$ cat src/rtl/byte_packer_pkg.sv
// Shared types and defaults for the byte_packer streaming assembler.
// Optional build macro BYTE_PACKER_BSWAP_EN (see byte_packer_lane_mux).
package byte_packer_pkg;

  localparam int unsigned BYTE_W_DEF         = 8;
  localparam int unsigned BYTES_PER_WORD_DEF = 4;
  localparam int unsigned CNT_W_DEF          = 16;

  typedef logic [BYTES_PER_WORD_DEF*BYTE_W_DEF-1:0] word_t;
  typedef logic [BYTES_PER_WORD_DEF-1:0]            be_t;
  typedef logic [$clog2(BYTES_PER_WORD_DEF)-1:0]    idx_t;

  // FILL: collecting bytes; HOLD: a finished word is presented downstream.
  typedef enum logic {
    FILL = 1'b0,
    HOLD = 1'b1
  } state_e;

endpackage

$ cat src/rtl/byte_packer_lane_mux.sv
// Combinational lane steering: merges the incoming byte into the assembly
// word at the lane selected by the byte index and sets its enable bit.
// BYTE_PACKER_BSWAP_EN defined: byte idx goes to lane N-1-idx (MSB first).
// BYTE_PACKER_BSWAP_EN undefined: byte idx goes to lane idx (LSB first).
module byte_packer_lane_mux
  import byte_packer_pkg::*;
#(
  parameter int unsigned BYTES_PER_WORD = BYTES_PER_WORD_DEF,
  parameter int unsigned BYTE_W         = BYTE_W_DEF
) (
  input  logic [BYTES_PER_WORD*BYTE_W-1:0]     i_asm_word,
  input  logic [BYTES_PER_WORD-1:0]            i_asm_mask,
  input  logic [$clog2(BYTES_PER_WORD)-1:0]    i_idx,
  input  logic [BYTE_W-1:0]                    i_data,
  output logic [BYTES_PER_WORD*BYTE_W-1:0]     o_word,
  output logic [BYTES_PER_WORD-1:0]            o_mask
);

  localparam int unsigned IDX_W = $clog2(BYTES_PER_WORD);

  logic [IDX_W-1:0] w_lane;

`ifdef BYTE_PACKER_BSWAP_EN
  assign w_lane = IDX_W'(BYTES_PER_WORD - 1) - i_idx;
`else
  assign w_lane = i_idx;
`endif

  // Overwrite the selected lane with the new byte and mark it enabled.
  always_comb begin
    o_word = i_asm_word;
    o_mask = i_asm_mask;
    for (int unsigned k = 0; k < BYTES_PER_WORD; k++) begin
      if (w_lane == IDX_W'(k)) begin
        o_word[k*BYTE_W +: BYTE_W] = i_data;
        o_mask[k]                  = 1'b1;
      end
    end
  end

endmodule

$ cat src/rtl/byte_packer.sv
// Byte-to-word assembler: one byte per cycle in, one registered word out,
// with byte-enable mask for short final words and a running word count.
// Optional build macro BYTE_PACKER_BSWAP_EN selects MSB-first lane order.
module byte_packer
  import byte_packer_pkg::*;
#(
  parameter int unsigned BYTES_PER_WORD = BYTES_PER_WORD_DEF,
  parameter int unsigned BYTE_W         = BYTE_W_DEF,
  parameter int unsigned CNT_W          = CNT_W_DEF
) (
  input  logic                              clk,
  input  logic                              rst_n,
  input  logic                              in_valid,
  output logic                              in_ready,
  input  logic [BYTE_W-1:0]                 in_data,
  input  logic                              in_last,
  output logic                              out_valid,
  input  logic                              out_ready,
  output logic [BYTES_PER_WORD*BYTE_W-1:0]  out_data,
  output logic [BYTES_PER_WORD-1:0]         out_be,
  output logic                              out_last,
  output logic [CNT_W-1:0]                  out_words
);

  localparam int unsigned WORD_W = BYTES_PER_WORD * BYTE_W;
  localparam int unsigned IDX_W  = $clog2(BYTES_PER_WORD);
  localparam logic [IDX_W-1:0] LAST_IDX = IDX_W'(BYTES_PER_WORD - 1);

  state_e                r_state;
  state_e                w_state_nxt;
  logic [IDX_W-1:0]      r_idx;
  logic [WORD_W-1:0]     r_asm_word;
  logic [BYTES_PER_WORD-1:0] r_asm_mask;
  logic [WORD_W-1:0]     r_out_data;
  logic [BYTES_PER_WORD-1:0] r_out_be;
  logic                  r_out_last;
  logic [CNT_W-1:0]      r_out_words;

  logic                  w_in_fire;
  logic                  w_out_fire;
  logic                  w_complete;
  logic [WORD_W-1:0]     w_mux_word;
  logic [BYTES_PER_WORD-1:0] w_mux_mask;

  assign out_valid  = (r_state == HOLD);
  assign in_ready   = (r_state == FILL) || out_ready;
  assign w_in_fire  = in_valid && in_ready;
  assign w_out_fire = out_valid && out_ready;
  assign w_complete = w_in_fire && ((r_idx == LAST_IDX) || in_last);

  assign out_data  = r_out_data;
  assign out_be    = r_out_be;
  assign out_last  = r_out_last;
  assign out_words = r_out_words;

  byte_packer_lane_mux #(
    .BYTES_PER_WORD (BYTES_PER_WORD),
    .BYTE_W         (BYTE_W)
  ) u_lane_mux (
    .i_asm_word (r_asm_word),
    .i_asm_mask (r_asm_mask),
    .i_idx      (r_idx),
    .i_data     (in_data),
    .o_word     (w_mux_word),
    .o_mask     (w_mux_mask)
  );

  // Next state: a completion always (re)fills the output; a bare handshake empties it.
  always_comb begin
    w_state_nxt = r_state;
    unique case (r_state)
      FILL: if (w_complete) w_state_nxt = HOLD;
      HOLD: if (w_out_fire && !w_complete) w_state_nxt = FILL;
      default: w_state_nxt = FILL;
    endcase
  end

  // State register.
  always_ff @(posedge clk or negedge rst_n) begin
    if (!rst_n) r_state <= FILL;
    else        r_state <= w_state_nxt;
  end

  // Byte index and assembly buffer; cleared whenever a word completes.
  always_ff @(posedge clk or negedge rst_n) begin
    if (!rst_n) begin
      r_idx      <= '0;
      r_asm_word <= '0;
      r_asm_mask <= '0;
    end else if (w_complete) begin
      r_idx      <= '0;
      r_asm_word <= '0;
      r_asm_mask <= '0;
    end else if (w_in_fire) begin
      r_idx      <= r_idx + IDX_W'(1);
      r_asm_word <= w_mux_word;
      r_asm_mask <= w_mux_mask;
    end
  end

  // Output register loads only on completion, so it stays stable while stalled.
  always_ff @(posedge clk or negedge rst_n) begin
    if (!rst_n) begin
      r_out_data <= '0;
      r_out_be   <= '0;
      r_out_last <= 1'b0;
    end else if (w_complete) begin
      r_out_data <= w_mux_word;
      r_out_be   <= w_mux_mask;
      r_out_last <= in_last;
    end
  end

  // Emitted-word counter, wraps naturally at 2^CNT_W.
  always_ff @(posedge clk or negedge rst_n) begin
    if (!rst_n)          r_out_words <= '0;
    else if (w_out_fire) r_out_words <= r_out_words + CNT_W'(1);
  end

endmodule

$ cat config.mk
export PLATFORM = sky130hd
export DESIGN_NAME = byte_packer
export DESIGN_NICKNAME = d
export VERILOG_FILES = /design/src/rtl/byte_packer_pkg.sv /design/src/rtl/byte_packer_lane_mux.sv /design/src/rtl/byte_packer.sv
export SDC_FILE = /design/constraint.sdc
export NUM_CORES = 1
export LEC_CHECK = 0
export CAP_MARGIN = 25
export CORE_MARGIN = 1.5
export CORE_UTILIZATION = 40
export DETAILED_ROUTE_END_ITERATION = 8
export PLACE_DENSITY_LB_ADDON = 0.08
export SYNTH_ARGS = -nofsm -noshare
export SYNTH_HDL_FRONTEND = slang
export SYNTH_SLANG_ARGS = --single-unit
$ cat constraint.sdc
create_clock -name clk -period 3.9 [get_ports clk]
set_input_delay 0.975 -clock clk [delete_from_list [all_inputs] [get_ports clk]]
set_output_delay 0.975 -clock clk [all_outputs]
set_load 0.01 [all_outputs]
==> flow_results.org <==
** Status
- The run finished with clean final reports.

** Timing
- Setup violations remaining at the end of the flow were counted as 0.
- Final hold violations :: 0
- The clock arrives with 0.01342 ns of skew.
- Headroom to the max-slew limit came out at 54.59%.
- The final number of max-transition violations came to 0.
- RSZ-0062 raised after global routing :: false
- Time the final worst path needs with I/O delays and setup :: 3.190 ns
- Tightest Pin Transition :: 0.6812 ns
- In the final timing run, aggregate negative setup slack is 0 ns.
- Final period utilization :: 81.79%
- For this run, the top clock speed supported by timing is 0.3135 GHz.

** Cells and area
- The finished cells cover 4818 um2.
- Number of nets in the layout :: slightly above 400
- Fraction of layout cells with a size suffix above 1 :: 6.297%
- Syn-to-layout area delta :: 25.52%
- The multi-input combinational cells in the finished layout cover a total of between 1000 and 1500 um2.
- Highest-count cells in the layout ignoring fill and taps :: sky130_fd_sc_hd__dfrtp_1 (92), sky130_fd_sc_hd__clkdlybuf4s50_1 (66), sky130_fd_sc_hd__nand2_1 (46), sky130_fd_sc_hd__o21ai_0 (37), sky130_fd_sc_hd__mux2i_1 (32)
- The repair_antennas step left the layout with diodes totalling 0.
- Register area :: between 2000 and 2500 um2
- End-of-flow core utilization :: 51.90%
- Number of fillers in the final layout :: 882
- Most common cell after layout, fill and taps aside :: sky130_fd_sc_hd__dfrtp_1
- Layout Cells excl Fill :: 526

** Setup path
- Startpoint-to-endpoint class of the critical path :: primary input to output port
- Library cell contributing the largest single delay on the critical path :: sky130_fd_sc_hd__clkdlybuf4s50_1
- Counting both buffers and inverters, the worst setup path holds a total of 2.
- Critical-path cell list :: clkdlybuf4s50_1, nand2b_4, clkdlybuf4s50_1
- On the critical path the largest part of the delay comes from buffers and inverters.
- STA puts the critical path data required time at 2.92 ns.
- Cell type with the highest occurrence count on the critical path :: sky130_fd_sc_hd__clkdlybuf4s50_1
- Maximum fanout count along the critical path :: 5
- Data on the critical path arrives at its endpoint at 2.21 ns.
- Endpoint class of the critical path :: output port
- Startpoint types :: primary input
- Worst stage delay on the critical path :: approximately 0.54 ns

** Pwr
- For this design the ratio of total power to cell area is ~550 nW/um2.
- The completed layout was analyzed and its total power is 2.645 mW.
- IR drop worst, VDD :: 0.0002193 V
- Summed over all cells, the static leakage comes to 2.138 nW.

** Min path
- The tightest min-delay check is of the flop to flop type.

** Floorplan
- Horizontal die dimension :: 101.0 um
- Die Area :: 10190 um2
- For this configuration, the core starts out at a cell density of 41.35%.
- From bottom edge to top edge, the die measures approximately 100 um.
- For this design the top-level I/O count stands at 68.
- After floorplanning, the core was divided into 35 placement rows.
- The total area inside the core boundary comes to approximately 9300 um2.

** Synthesis
- The synthesized design contains 92 register bits.
- Number of standard cells after synthesis :: 328
- Syn Std Cell Area :: 3839 um2
- Synthesis instantiated 31 different standard cells from the library.
- The share of the Yosys chip area taken by registers is 59.97%.
- Synth Warn # :: 0
- Averaged over all synthesized cells, the footprint is 11.70 um2.
- The number of nets in the synthesized netlist is 346.

** Detailed routing
- The count of nets left with antenna violations once routing finished came out at 0.
- Remaining routing DRC violations :: 0
- The first detailed-routing pass took 4 iterations.
- In the final routed layout, each cell accounts on average for 15.79 um.
- First DRT Iteration DRCs :: 169
- Drt total wl :: 8306 um
- Total vias in the final route :: 2569
- After detailed routing, the number of vias per cell comes to 4.884.

** Run
- Across the run, the number of max-cap violations was 0.

** GRT
- Total routing usage reported by global routing :: 17.63%
- The via count of the first global-routing pass was ~2400.
- Antenna violations before repair :: 0
- After global routing the overflow that remains totals 0.
- The first global-routing pass estimated 13440 um of wire.
- Entering global routing, the biggest net connects 50 pins.

** Clock tree
- After clock tree synthesis, the flow added hold-fix buffers numbering 0.
- The H-tree generated during clock tree synthesis spans 3 levels.
- After clock tree synthesis, the setup repair step added 0 buffers.
- Total clock buffers created by CTS :: 9
- Number of instances resized during post-cts repair :: 0
- CTS clock-pin slew for the worst setup and hold paths :: around 0.090 ns
- Clk Tree Root Cell :: sky130_fd_sc_hd__clkbuf_8
- Max Buffers Root-to-Sink :: 2
- The clock reaches the later pin of the worst-skew pair after 0.35 ns.
- TritonCTS built the clock tree.
- The tree built by TritonCTS fans out to 92 sinks.

** Placed design
- Detailed placement ended at an HPWL of roughly 5500 um.
- RePlAce Congestion :: 0.7866
- Input and output buffers added on the ports amount to 67.
- Counting tap cells, the placed design contains a total of 511 instances.
- After detailed placement, the total cell area comes to 4603 um2.
synth_stat cells:
| library cell | number | area, um2 |
|---|---|---|
| sky130_fd_sc_hd__dfrtp_1 | 92 | 2302 |
| sky130_fd_sc_hd__nand2_1 | 46 | 172.7 |
| sky130_fd_sc_hd__o21ai_0 | 37 | 185.2 |
| sky130_fd_sc_hd__mux2i_1 | 32 | 320.3 |
| sky130_fd_sc_hd__a22o_1 | 25 | 219.0 |
| sky130_fd_sc_hd__nor2_1 | 15 | 56.30 |
| sky130_fd_sc_hd__xnor2_1 | 13 | 113.9 |
| sky130_fd_sc_hd__and2_1 | 8 | 50.05 |
| sky130_fd_sc_hd__buf_2 | 8 | 40.04 |
| sky130_fd_sc_hd__nand3_1 | 6 | 30.03 |
| sky130_fd_sc_hd__and3_1 | 5 | 31.28 |
| sky130_fd_sc_hd__ha_1 | 5 | 62.56 |
| sky130_fd_sc_hd__nand4_1 | 5 | 31.28 |
| sky130_fd_sc_hd__buf_6 | 4 | 45.04 |
| sky130_fd_sc_hd__clkbuf_1 | 4 | 15.01 |
| sky130_fd_sc_hd__inv_1 | 4 | 15.01 |
| sky130_fd_sc_hd__a21oi_1 | 3 | 15.01 |
| sky130_fd_sc_hd__o21ai_1 | 2 | 10.01 |
| sky130_fd_sc_hd__xor2_1 | 2 | 17.52 |
| sky130_fd_sc_hd__a31oi_1 | 1 | 6.260 |
| sky130_fd_sc_hd__and2_0 | 1 | 6.260 |
| sky130_fd_sc_hd__and2_4 | 1 | 8.760 |
| sky130_fd_sc_hd__and4_1 | 1 | 8.760 |
| sky130_fd_sc_hd__mux2_2 | 1 | 11.26 |
| sky130_fd_sc_hd__nand2b_4 | 1 | 13.76 |
| sky130_fd_sc_hd__nand3_2 | 1 | 10.01 |
| sky130_fd_sc_hd__nor3_1 | 1 | 5.000 |
| sky130_fd_sc_hd__nor3_2 | 1 | 10.01 |
| sky130_fd_sc_hd__o21ai_2 | 1 | 8.760 |
| sky130_fd_sc_hd__o22a_1 | 1 | 8.760 |
| sky130_fd_sc_hd__or2_4 | 1 | 8.760 |
registers in the layout, indices dropped and copies added, names as in the netlist:
register	flops
out_be	4
out_data	32
out_last	1
out_valid	1
out_words	16
r_asm_mask	4
r_asm_word	32
r_idx	2
path summary, 6_finish.rpt:
path                                      startpoint                         to  slack, ns  depth (start not counted)
setup / recovery                           out_ready                   in_ready       0.71                          3
hold / removal             out_words[15]$_DFFE_PN0P_  out_words[15]$_DFFE_PN0P_       0.47                          1
setup reg to reg                r_idx[0]$_DFFE_PN0P_       out_last$_DFFE_PN0P_       1.40                          5
hold reg to reg            out_words[15]$_DFFE_PN0P_  out_words[15]$_DFFE_PN0P_       0.47                          1
max in group asynchronous                      rst_n  r_asm_mask[1]$_DFFE_PN0P_       2.51                          2
min in group asynchronous                      rst_n  out_words[13]$_DFFE_PN0P_       0.63                          1
power breakdown:
group          total, mW  switching [mW]  internal (mW)
clock              0.701           0.325          0.376
combinational      0.700           0.322          0.378
sequential          1.24           0.116           1.13
metrics by stage:
step	hold slack [ns]	setup WS [ns]
floorplan	0.4528	1.803
global placement	0.4594	0.7377
detailed placement	0.4657	0.7043
CTS	0.4806	0.6980
global route	0.4901	0.6610
finish	0.4749	0.7100
metal layers:
| layer | share of wire (%) | vias to the layer above | GRT usage (%) |
|---|---|---|---|
| met5 | 0 | - | 0 |
| met4 | 1.1 | 0 | 5.769 |
| met3 | 3.6 | 7 | 3.953 |
| met2 | 43 | 46 | 24.64 |
| met1 | 52 | 1247 | 27.01 |
| li1 | - | 1269 | - |
area by class of cell:
class	count	area share, %
clock buffers	11	2.934
clock inverters	4	1.532
inverters	4	0.3116
multi-input cells	216	29.50
flip-flops and latches	92	47.78
well taps	129	3.350
repair buffers	70	14.59
cell families (layout without fill, tap and decap cells):
group,Yosys count,count (layout),share of synthesized area [%]
simple gates,93,93,11.54
flops,92,92,59.97
compound gates,70,70,11.80
mux,33,33,8.638
buf+inv,20,89,2.998
xor+xnor,15,15,3.423
fa+ha+maj,5,5,1.630
No activity file was read; power rests on OpenSTA's default activity.
